$ cat src/rtl/usc_pkg.sv
// Shared stochastic-computing constants: default frame length and decoder state encoding.
package usc_pkg;

  localparam int unsigned USC_FRAME_LOG2 = 8;

  typedef enum logic {
    IDLE  = 1'b0,
    COUNT = 1'b1
  } state_t;

endpackage

$ cat src/rtl/usc_ones_counter.sv
// Frame bit counter and ones accumulator; load restarts a frame on the current bit.
module usc_ones_counter #(
  parameter int unsigned FRAME_LOG2 = 8,
  parameter int unsigned OWIDTH     = FRAME_LOG2 + 1
) (
  input  logic              clk,
  input  logic              rst_n,
  input  logic              en,
  input  logic              load,
  input  logic              stream_bit,
  output logic              frame_done,
  output logic [OWIDTH-1:0] sum
);

  logic [FRAME_LOG2-1:0] bitcnt;
  logic [OWIDTH-1:0]     acc;

  assign sum        = acc + OWIDTH'(stream_bit);
  // A load always wins: iSof on the last bit index aborts rather than completes.
  assign frame_done = en & ~load & (bitcnt == '1);

  always_ff @(posedge clk or negedge rst_n) begin
    if (!rst_n) begin
      bitcnt <= '0;
      acc    <= '0;
    end else if (load) begin
      bitcnt <= FRAME_LOG2'(1);
      acc    <= OWIDTH'(stream_bit);
    end else if (en) begin
      bitcnt <= bitcnt + 1'b1;
      acc    <= (bitcnt == '1) ? '0 : sum;
    end
  end

endmodule

$ cat src/rtl/usc_frame_decoder.sv
// Stochastic-to-binary decoder: ones count per frame with valid/ready output and overrun flag.
module usc_frame_decoder
  import usc_pkg::*;
#(
  parameter int unsigned FRAME_LOG2 = USC_FRAME_LOG2,
  parameter int unsigned OWIDTH     = FRAME_LOG2 + 1
) (
  input  logic              iClk,
  input  logic              iRstN,
  input  logic              iEn,
  input  logic              iSof,
  input  logic              iBit,
  input  logic              iReady,
  output logic              oValid,
  output logic [OWIDTH-1:0] oData,
  output logic              oOverrun
);

  state_t            state;
  logic              load;
  logic              cnt_en;
  logic              frame_done;
  logic [OWIDTH-1:0] sum;

  assign load   = iEn & iSof;
  assign cnt_en = iEn & (state == COUNT);

  usc_ones_counter #(
    .FRAME_LOG2 (FRAME_LOG2),
    .OWIDTH     (OWIDTH)
  ) u_counter (
    .clk        (iClk),
    .rst_n      (iRstN),
    .en         (cnt_en),
    .load       (load),
    .stream_bit (iBit),
    .frame_done (frame_done),
    .sum        (sum)
  );

  always_ff @(posedge iClk or negedge iRstN) begin
    if (!iRstN) begin
      state    <= IDLE;
      oValid   <= 1'b0;
      oData    <= '0;
      oOverrun <= 1'b0;
    end else begin
      oOverrun <= 1'b0;
      if (load) state <= COUNT;
      if (frame_done) begin
        oData    <= sum;
        oValid   <= 1'b1;
        oOverrun <= oValid & ~iReady;
      end else if (oValid & iReady) begin
        oValid <= 1'b0;
      end
    end
  end

endmodule

$ cat config.mk
export PLATFORM = sky130hd
export DESIGN_NAME = usc_frame_decoder
export DESIGN_NICKNAME = d
export VERILOG_FILES = /design/src/rtl/usc_pkg.sv /design/src/rtl/usc_ones_counter.sv /design/src/rtl/usc_frame_decoder.sv
export SDC_FILE = /design/constraint.sdc
export NUM_CORES = 1
export LEC_CHECK = 0
export BUFFER_PORTS_ARGS = -buffer_cell sky130_fd_sc_hd__buf_4
export CAP_MARGIN = 20
export CORE_MARGIN = 3
export CORE_UTILIZATION = 35
export CTS_CLUSTER_DIAMETER = 50
export DETAILED_ROUTE_END_ITERATION = 8
export GPL_ROUTABILITY_DRIVEN = 0
export PLACE_DENSITY_LB_ADDON = 0.3
export SLEW_MARGIN = 0
export SYNTH_ARGS = -nofsm -noshare
export SYNTH_HDL_FRONTEND = slang
export SYNTH_SLANG_ARGS = --single-unit
export TNS_END_PERCENT = 50
$ cat constraint.sdc
create_clock -name iClk -period 1.65 [get_ports iClk]
set_clock_uncertainty 0.05 [all_clocks]
set_input_delay 0.33 -clock iClk [delete_from_list [all_inputs] [get_ports iClk]]
set_output_delay 0.33 -clock iClk [all_outputs]
set_load 0.05 [all_outputs]
==> results of run 1 <==
critical path, cell delays in order, from the launching register on:
cell,delay (ns)
sky130_fd_sc_hd__dfrtp_1,0.39
sky130_fd_sc_hd__ha_2,0.22
sky130_fd_sc_hd__nand3_2,0.12
sky130_fd_sc_hd__nor3_4,0.20
sky130_fd_sc_hd__buf_4,0.16
sky130_fd_sc_hd__mux2_2,0.33
routing by layer:
metal  GRT usage, %  routed length, um  up-vias
met5              0                  0        -
met4           6.89                 74        0
met3           4.40                151        7
met2           17.8               1200       25
met1           15.7               1300      502
li1               -                  -      529
synthesized netlist by cell type, drive strengths merged (2+ instances only):
cell,number
a31oi,5
and2,2
xor2,8
nand3,9
xnor2,4
o21ai,6
nand4,2
a21oi,10
and3,5
dfrtp,29
o21a,3
mux2,3
a21o,2
ha,4
nor3,3
nand2,10
inv,2
nor2,13
a41oi,2
buf,6
a22o,2
through the flow:
| step | hold WS (ns) | util (%) | cell area [um2] | instances |
|---|---|---|---|---|
| global placement | 0.228 | 42.3 | 1630 | 199 |
| finish | 0.217 | 45.4 | 1750 | 209 |
| detailed placement | 0.232 | 42.3 | 1630 | 199 |
| CTS | 0.207 | 45.2 | 1740 | 208 |
| global route | 0.218 | 45.4 | 1750 | 209 |
| floorplan | -0.0156 | - | 1470 | 138 |
power groups by stage:
stage / clock network (mW) / logic [mW] / registers (mW)
after detailed placement: 0 / 0.131 / 0.781
after global routing: 0.699 / 0.154 / 0.770
after CTS: 0.660 / 0.133 / 0.768
final: 0.634 / 0.132 / 0.768
after floorplan: 0 / 0.0938 / 0.772
after global placement: 0 / 0.127 / 0.779
state kept, by name, indices dropped and copies added, names as in the netlist:
signal	cells
oData	9
u_counter.acc	9
u_counter.bitcnt	8
oOverrun	1
oValid	1
state	1
layout make-up:
cell class	instances	area [um2]	share of cell area, %
clock inverters	1	5.00	0.286
flip-flops and latches	29	726	41.5
clock buffers	7	96.3	5.50
repair buffers	22	168	9.58
multi-input cells	100	688	39.3
well taps	48	60.1	3.43
inverters	2	7.51	0.429
cells by family (layout without fill, tap and decap cells):
kind of cell    after synthesis  after routing  synth area share (%)
compound gates               32             32                  14.6
xor+xnor                     12             12                  7.14
buf+inv                       9             32                  4.16
simple gates                 49             49                  19.1
flops                        29             29                  49.3
fa+ha+maj                     4              4                  3.40
mux                           3              3                  2.29
what timing repair did:
action	4_1_cts	5_1_grt
resized for setup	0	1
hold endpoints to repair	29	0
endpoints found under the setup margin	0	11
setup buffers	0	1
hold buffers	1	0
how the worst min path moves through the flow:
stage	to	slack, ns	cells after the start
floorplan	oData[0]	-0.02	0
global placement	oOverrun	0.23	1
detailed placement	u_counter.bitcnt[6]	0.23	1
CTS	u_counter.bitcnt[1]	0.21	2
global route	u_counter.bitcnt[1]	0.22	2
finish	u_counter.bitcnt[1]	0.22	2
==> impl_metrics.env, run 1 <==
export IMPL_run_status="finished clean"
export IMPL_clockRootBuffer="sky130_fd_sc_hd__clkbuf_8"
export IMPL_r2r_start="u_counter.bitcnt[0]"
export IMPL_layout_commonest_cell="sky130_fd_sc_hd__dfrtp_1"
export IMPL_irDropWorstVdd_mv=0.420
export IMPL_power_density_nw_per_um2=876
export IMPL_max_clock_path_buffers=2
export IMPL_min_path_type="in -> reg"
export IMPL_cp_required_ns=1.76
export IMPL_synth_top_cell_by_area="sky130_fd_sc_hd__dfrtp_1"
export IMPL_rsz0062_at_grt="true"
export IMPL_slew_limit_headroom_pct=70.3
export IMPL_hold_viol=0
export IMPL_tritoncts_num_buffers=5
export IMPL_power_switching_mw=0.360
export IMPL_postSynth_topFlopCell="sky130_fd_sc_hd__dfrtp_1"
export IMPL_detail_route_drc_violations=0
export IMPL_setup_tns_final_ns=0
export IMPL_synth_edf_count=0
export IMPL_max_slew_worst_pin_slew_ns=0.441
export IMPL_die_x_um=70.9
export IMPL_setup_worst_path_start_class="flip-flop"
export IMPL_timing_max_cap_violations=0
export IMPL_die_height_um=70.9
export IMPL_p_int_mw=1.17
export IMPL_combinationalPowerShare_pct=8.6
export IMPL_end_kind="flip-flop"
export IMPL_floorplan_die_area_um2=5020
export IMPL_ys_types=39
export IMPL_nets=170
export IMPL_grt_pass1_wl_um=4750
export IMPL_worst_r2r_endpoint="oData[1]"
export IMPL_ys_warnings_count=0
export IMPL_setup_viol=0
export IMPL_final_period_utilization_pct=95.4
export IMPL_cts_htree_levels=2
export IMPL_cts_tree="built"
export IMPL_netlist_area_um2=1470
export IMPL_mean_routed_wirelength_per_cell_um=13.0
export IMPL_finalWorstPathRequiredPeriod_ns=1.57
export IMPL_critical_path_max_fanout=4
export IMPL_cp_startpoint="u_counter.bitcnt[0]"
export IMPL_floorplan_initialDensity_pct=38.2
export IMPL_r2r_slack_ns=0.08
export IMPL_power_leakage_nw=0.831
export IMPL_synthesis_nets=148
export IMPL_final_cell_mix="sky130_fd_sc_hd__dfrtp_1 (29), sky130_fd_sc_hd__buf_4 (21), sky130_fd_sc_hd__nor2_1 (13)"
export IMPL_startpoint_to_endpoint_class_of_the_critical_path="reg -> reg"
export IMPL_report_final_slew_viol_count=0
export IMPL_async_flop_share_pct=100
export IMPL_length_of_the_first_detailed_routing_pass_in_iterations=4
export IMPL_cp_data_arrival_time_ns=1.69
export IMPL_core_region_area_um2=3850
export IMPL_reg2reg_depth=5
export IMPL_layout_filler_cells=380
export IMPL_final_wirelength_um=2730
export IMPL_critical_path_endpoint="oData[1]"
export IMPL_cts_sink_count=29
export IMPL_detailedPlacementHpwl_um=1960
export IMPL_post_place_ws_ns=0.0603
export IMPL_globalRouteOverflowTotal=0
export IMPL_layout_drive_gt1_share_pct=29.8
export IMPL_area_delta_synth_final_pct=18.9
export IMPL_yosysSeqAreaShare_pct=49.3
export IMPL_synth_top_cell_area_share_pct=49.3
export IMPL_antenna_left=0
export IMPL_report_power_total_mw=1.53
export IMPL_power_frac_clock_pct=41.3
export IMPL_floorplan_io_pins=17
export IMPL_grt_pass1_vias=1019
export IMPL_drt_first_iter_violations=21
export IMPL_fmax_mhz=635
export IMPL_placement_io_buffers=16
export IMPL_synth_ff_latch_count=29
export IMPL_synthesis_area_per_instance_um2=10.7
export IMPL_global_route_usage_total_pct=12.2
export IMPL_sw_frac_of_total_pct=23.5
export IMPL_clock_pin_slew_of_the_registers_on_the_worst_case_setup_and_hold_paths_ns=0.06
export IMPL_synth_area_leaders="sky130_fd_sc_hd__dfrtp_1 (49%), sky130_fd_sc_hd__xor2_1 (4.8%), sky130_fd_sc_hd__ha_1 (3.4%)"
export IMPL_antenna_cells_inserted=0
export IMPL_worst_setup_slack_after_layout_ns=0.0754
export IMPL_holdCritStartpoint="iSof"
export IMPL_synthesis_instances=138
export IMPL_antenna_found_initial=0
export IMPL_rows=22
export IMPL_clk_latency_ns=0.28
export IMPL_vias_post_dr=1063
export IMPL_maximum_number_of_pins_on_one_net_before_global_route_repair=30
export IMPL_vias_per_cell=5.09
export IMPL_seq_power_share_pct=50.1
Power figures use the tool's default switching activity.
==> inputs of run 2 (changes only) <==
==> constraint.sdc (replaced) <==
create_clock -name iClk -period 1.9 [get_ports iClk]
set_clock_uncertainty 0.05 [all_clocks]
set_input_delay 0.38 -clock iClk [delete_from_list [all_inputs] [get_ports iClk]]
set_output_delay 0.38 -clock iClk [all_outputs]
set_load 0.05 [all_outputs]
==> impl_metrics.env, run 2 (synthesis gave the netlist of run 1 again) <==
export IMPL_cts_tree="built"
export IMPL_cp_data_arrival_time_ns=1.73
export IMPL_layout_filler_cells=383
export IMPL_worst_setup_slack_after_layout_ns=0.288
export IMPL_mean_routed_wirelength_per_cell_um=12.9
export IMPL_holdCritStartpoint="iSof"
export IMPL_nets=166
export IMPL_run_status="finished clean"
export IMPL_setup_worst_path_start_class="flip-flop"
export IMPL_global_route_usage_total_pct=12.4
export IMPL_grt_pass1_wl_um=4850
export IMPL_core_region_area_um2=3850
export IMPL_power_leakage_nw=0.818
export IMPL_postCtsResizedCells=0
export IMPL_globalRouteOverflowTotal=0
export IMPL_layout_drive_gt1_share_pct=26.8
export IMPL_placement_io_buffers=16
export IMPL_vias_post_dr=1033
export IMPL_area_delta_synth_final_pct=17.7
export IMPL_clk_latency_ns=0.28
export IMPL_r2r_slack_ns=0.29
export IMPL_final_cell_mix="sky130_fd_sc_hd__dfrtp_1 (29), sky130_fd_sc_hd__buf_4 (17), sky130_fd_sc_hd__nor2_1 (13)"
export IMPL_detailedPlacementHpwl_um=1900
export IMPL_min_path_type="in -> reg"
export IMPL_post_place_ws_ns=0.173
export IMPL_clock_pin_slew_of_the_registers_on_the_worst_case_setup_and_hold_paths_ns=0.06
export IMPL_floorplan_die_area_um2=5020
export IMPL_power_density_nw_per_um2=824
export IMPL_report_final_slew_viol_count=0
export IMPL_final_wirelength_um=2640
export IMPL_end_kind="flip-flop"
export IMPL_fmax_mhz=620
export IMPL_cp_required_ns=2.02
export IMPL_min_to="u_counter.bitcnt[1]"
export IMPL_clockRootBuffer="sky130_fd_sc_hd__clkbuf_8"
export IMPL_layout_commonest_cell="sky130_fd_sc_hd__dfrtp_1"
export IMPL_max_clock_path_buffers=2
export IMPL_antenna_found_initial=0
export IMPL_r2r_start="u_counter.acc[0]"
export IMPL_tritoncts_num_buffers=5
export IMPL_slew_limit_headroom_pct=71.9
export IMPL_drt_first_iter_violations=21
export IMPL_length_of_the_first_detailed_routing_pass_in_iterations=4
export IMPL_reg2reg_depth=6
export IMPL_cts_sink_count=29
export IMPL_irDropWorstVdd_mv=0.497
export IMPL_vias_per_cell=5.04
export IMPL_die_height_um=70.9
export IMPL_rsz0062_at_grt="false"
export IMPL_startpoint_to_endpoint_class_of_the_critical_path="reg -> reg"
export IMPL_setup_viol=0
export IMPL_antenna_cells_inserted=0
export IMPL_antenna_left=0
export IMPL_maximum_number_of_pins_on_one_net_before_global_route_repair=30
export IMPL_floorplan_initialDensity_pct=38.2
export IMPL_cts_htree_levels=2
export IMPL_hold_worst_slack_ns=0.262
export IMPL_largest_registers="oData: 9 flops, u_counter.acc: 9 flops, u_counter.bitcnt: 8 flops"
export IMPL_worst_r2r_endpoint="oData[8]"
export IMPL_grt_pass1_vias=1075
export IMPL_report_power_total_mw=1.43
export IMPL_die_x_um=70.9
export IMPL_hold_viol=0
export IMPL_max_slew_worst_pin_slew_ns=0.417
export IMPL_floorplan_io_pins=17
export IMPL_rows=22
export IMPL_detail_route_drc_violations=0
export IMPL_finalWorstPathRequiredPeriod_ns=1.61
export IMPL_hold_depth=2
export IMPL_timing_max_cap_violations=0
export IMPL_critical_path_max_fanout=5
export IMPL_fin_util_pct=45.0
export IMPL_final_period_utilization_pct=84.9
export IMPL_setup_tns_final_ns=0
[run 2: cell types whose count changed in the layout (fill, tap and decap cells not counted)]
cell	previous run	this run
sky130_fd_sc_hd__buf_4	21	17
sky130_fd_sc_hd__bufinv_16	0	1
sky130_fd_sc_hd__clkbuf_1	0	1
sky130_fd_sc_hd__clkbuf_8	7	6
sky130_fd_sc_hd__clkinv_2	1	0
sky130_fd_sc_hd__ha_1	3	4
sky130_fd_sc_hd__ha_2	1	0
[run 2: report_power, final]
part / internal (mW) / leakage (nW) / switching, mW
logic: 0.0482 / 0.367 / 0.0632
registers: 0.642 / 0.392 / 0.0249
clock network: 0.427 / 0.0585 / 0.224
total: 1.12 / 0.818 / 0.312
[run 2: worst max-delay path, stage by stage (launching register included)]
cell and delay (ns):
sky130_fd_sc_hd__dfrtp_1 0.37, sky130_fd_sc_hd__ha_1 0.15, sky130_fd_sc_hd__ha_1 0.25, sky130_fd_sc_hd__nand3_2 0.18, sky130_fd_sc_hd__nor3_2 0.27, sky130_fd_sc_hd__xnor2_1 0.17
sky130_fd_sc_hd__a21oi_2 0.07
[run 2: worst max path at each step]
stage                        startpoint        to  slack (ns)  cells past startpoint
finish                 u_counter.acc[0]  oData[8]        0.29                      6
global route           u_counter.acc[0]  oData[8]        0.11                      6
CTS                 u_counter.bitcnt[0]  oData[3]        0.27                      6
detailed placement                 iBit  oData[8]        0.17                      7
global placement                   iBit  oData[8]        0.24                      7
floorplan           u_counter.bitcnt[0]  oData[0]        0.40                      4
[run 2: stage by stage]
stage               cells  instance area [um2]
CTS                   205                 1730
detailed placement    196                 1610
global placement      196                 1610
global route          205                 1730
floorplan             138                 1470
finish                205                 1730
[run 2: layout make-up]
cell class	count	area (um2)	share of cell area (%)
Timing Repair Buffer	18	138	7.94
Clock inverter	1	30.0	1.73
Tap cell	48	60.1	3.47
Clock buffer	7	86.3	4.98
Inverter	2	7.51	0.433
Sequential cell	29	726	41.9
Multi-Input combinational cell	100	686	39.6
[run 2: metal layers]
layer  track usage (%)  up-vias  wire, um
met5                 0        -         0
met4              7.52        0        73
met3              3.41        7       137
met2              18.9       23      1200
met1              15.6      484      1230
li1                  -      519         -
[run 2: timing repair]
item,CTS,global route
endpoints found under the hold margin,29,0
setup buffers,0,0
hold buffers,1,0
==> inputs of run 3 (changes only) <==
==> constraint.sdc (replaced) <==
create_clock -name iClk -period 1.4 [get_ports iClk]
set_clock_uncertainty 0.05 [all_clocks]
set_input_delay 0.28 -clock iClk [delete_from_list [all_inputs] [get_ports iClk]]
set_output_delay 0.28 -clock iClk [all_outputs]
set_load 0.05 [all_outputs]
==> impl_metrics.env, run 3 (synthesis gave the netlist of run 1 again) <==
export IMPL_setup_worst_path_start_class="flip-flop"
export IMPL_floorplan_die_area_um2=5020
export IMPL_fin_util_pct=55.0
export IMPL_cts_tree="built"
export IMPL_area_sequential_um2=726
export IMPL_postLayoutCellArea_um2=2120
export IMPL_report_power_total_mw=2.08
export IMPL_failed_checks="setup timing"
export IMPL_final_wirelength_um=3270
export IMPL_die_x_um=70.9
export IMPL_end_kind="flip-flop"
export IMPL_core_region_area_um2=3850
export IMPL_placed_instance_area_um2=1790
export IMPL_rows=22
export IMPL_largest_registers="oData: 9 flops, u_counter.acc: 9 flops, u_counter.bitcnt: 8 flops"
export IMPL_holdCritStartpoint="iBit"
export IMPL_hold_viol=0
export IMPL_cp_data_arrival_time_ns=1.57
export IMPL_rsz0062_at_grt="true"
export IMPL_met2_usage_pct=21.0
export IMPL_clockRootBuffer="sky130_fd_sc_hd__clkbuf_8"
export IMPL_floorplan_io_pins=17
export IMPL_critical_path_endpoint="oData[0]"
export IMPL_power_density_nw_per_um2=981
export IMPL_max_clock_path_buffers=2
export IMPL_antenna_left=0
export IMPL_detail_route_drc_violations=0
export IMPL_global_route_usage_total_pct=13.8
export IMPL_setup_viol=7
export IMPL_drt_first_iter_violations=61
export IMPL_nets=196
export IMPL_worst_r2r_endpoint="oData[0]"
export IMPL_antenna_found_initial=0
export IMPL_cts_htree_levels=2
export IMPL_power_leakage_nw=1.01
export IMPL_grt_pass1_wl_um=5380
export IMPL_cp_required_ns=1.51
export IMPL_clk_latency_ns=0.28
export IMPL_timing_max_cap_violations=0
export IMPL_layout_filler_cells=343
export IMPL_post_place_ws_ns=-0.113
export IMPL_busiest_layer_in_global_routing="met2"
export IMPL_r2r_start="u_counter.bitcnt[0]"
export IMPL_placement_io_buffers=16
export IMPL_mean_routed_wirelength_per_cell_um=13.9
export IMPL_antenna_cells_inserted=0
export IMPL_vias_per_cell=5.14
export IMPL_grt_pass1_vias=1173
export IMPL_vias_post_dr=1208
export IMPL_die_height_um=70.9
export IMPL_clock_pin_slew_of_the_registers_on_the_worst_case_setup_and_hold_paths_ns=0.05
export IMPL_groute_layer_met3_usage_pct=3.41
export IMPL_cp_startpoint="u_counter.bitcnt[0]"
export IMPL_fmax_mhz=682
export IMPL_tritoncts_num_buffers=5
export IMPL_r2r_slack_ns=-0.07
export IMPL_reg2reg_depth=5
export IMPL_length_of_the_first_detailed_routing_pass_in_iterations=6
export IMPL_final_cell_mix="sky130_fd_sc_hd__buf_4 (44), sky130_fd_sc_hd__dfrtp_1 (29), sky130_fd_sc_hd__nand2_1 (10), sky130_fd_sc_hd__nor2_1 (10)"
export IMPL_irDropWorstVdd_mv=0.698
export IMPL_max_slew_worst_pin_slew_ns=0.372
export IMPL_finalWorstPathRequiredPeriod_ns=1.47
export IMPL_min_path_type="in -> reg"
export IMPL_report_final_slew_viol_count=0
export IMPL_worst_setup_slack_after_layout_ns=-0.0654
export IMPL_slew_limit_headroom_pct=75.2
export IMPL_area_delta_synth_final_pct=43.8
export IMPL_startpoint_to_endpoint_class_of_the_critical_path="reg -> reg"
export IMPL_layout_drive_gt1_share_pct=47.1
export IMPL_multiInputGateArea_um2=826
export IMPL_cts_sink_count=29
export IMPL_floorplan_initialDensity_pct=38.2
export IMPL_run_status="finished, violations left"
export IMPL_maximum_number_of_pins_on_one_net_before_global_route_repair=30
export IMPL_final_period_utilization_pct=105
export IMPL_grt_util_met1_pct=17.4
export IMPL_layout_commonest_cell="sky130_fd_sc_hd__buf_4"
export IMPL_detailedPlacementHpwl_um=2200
export IMPL_critical_path_max_fanout=4
export IMPL_globalRouteOverflowTotal=0
## run 3: worst min-delay path by stage
| stage | slack [ns] | depth (start not counted) | to |
|---|---|---|---|
| 4_1_cts | 0.22 | 3 | u_counter.acc[0] |
| 6_report | 0.23 | 3 | u_counter.acc[0] |
| 2_1_floorplan | -0.07 | 0 | oData[0] |
| 5_1_grt | 0.24 | 3 | u_counter.acc[0] |
| 3_3_place_gp | 0.18 | 1 | u_counter.bitcnt[6] |
| 3_5_place_dp | 0.18 | 1 | u_counter.bitcnt[5] |
## run 3: final cells by class
| class | instances | area share, % |
|---|---|---|
| Inverter | 2 | 0.354 |
| Tap cell | 48 | 2.84 |
| Sequential cell | 29 | 34.3 |
| Multi-Input combinational cell | 100 | 39.0 |
| Clock inverter | 1 | 1.42 |
| Clock buffer | 7 | 4.08 |
| Timing Repair Buffer | 48 | 18.1 |
## run 3: what timing repair did
action,CTS,global route
endpoints found under the hold margin,29,0
setup endpoints to repair,17,20
buffers inserted,2,4
pin swaps,5,8
resized for setup,13,18
hold buffers,1,0
## run 3: routing by layer
metal,wire length [um],vias up
li1,-,584
met1,1520,591
met2,1520,25
met3,138,8
met4,87,0
met5,0,-
## run 3: metrics by stage
stage / TNS (ns) / instances / hold slack [ns]
floorplan: -0.439 / 138 / -0.0656
global placement: -0.980 / 220 / 0.180
detailed placement: -1.24 / 220 / 0.180
CTS: -0.514 / 231 / 0.216
global route: -1.02 / 235 / 0.238
finish: -0.246 / 235 / 0.227
## run 3: where the power goes
part	switching (mW)	leakage (nW)	internal (mW)
combinational	0.125	0.556	0.143
sequential	0.0381	0.392	0.870
clock	0.322	0.0585	0.580
## run 3: critical path, cell delays in order (launching register included)
cell and delay [ns]:
sky130_fd_sc_hd__dfrtp_1 0.40, sky130_fd_sc_hd__ha_4 0.17, sky130_fd_sc_hd__nand3_4 0.09, sky130_fd_sc_hd__nor3_4 0.18, sky130_fd_sc_hd__buf_6 0.16, sky130_fd_sc_hd__mux2_4 0.30
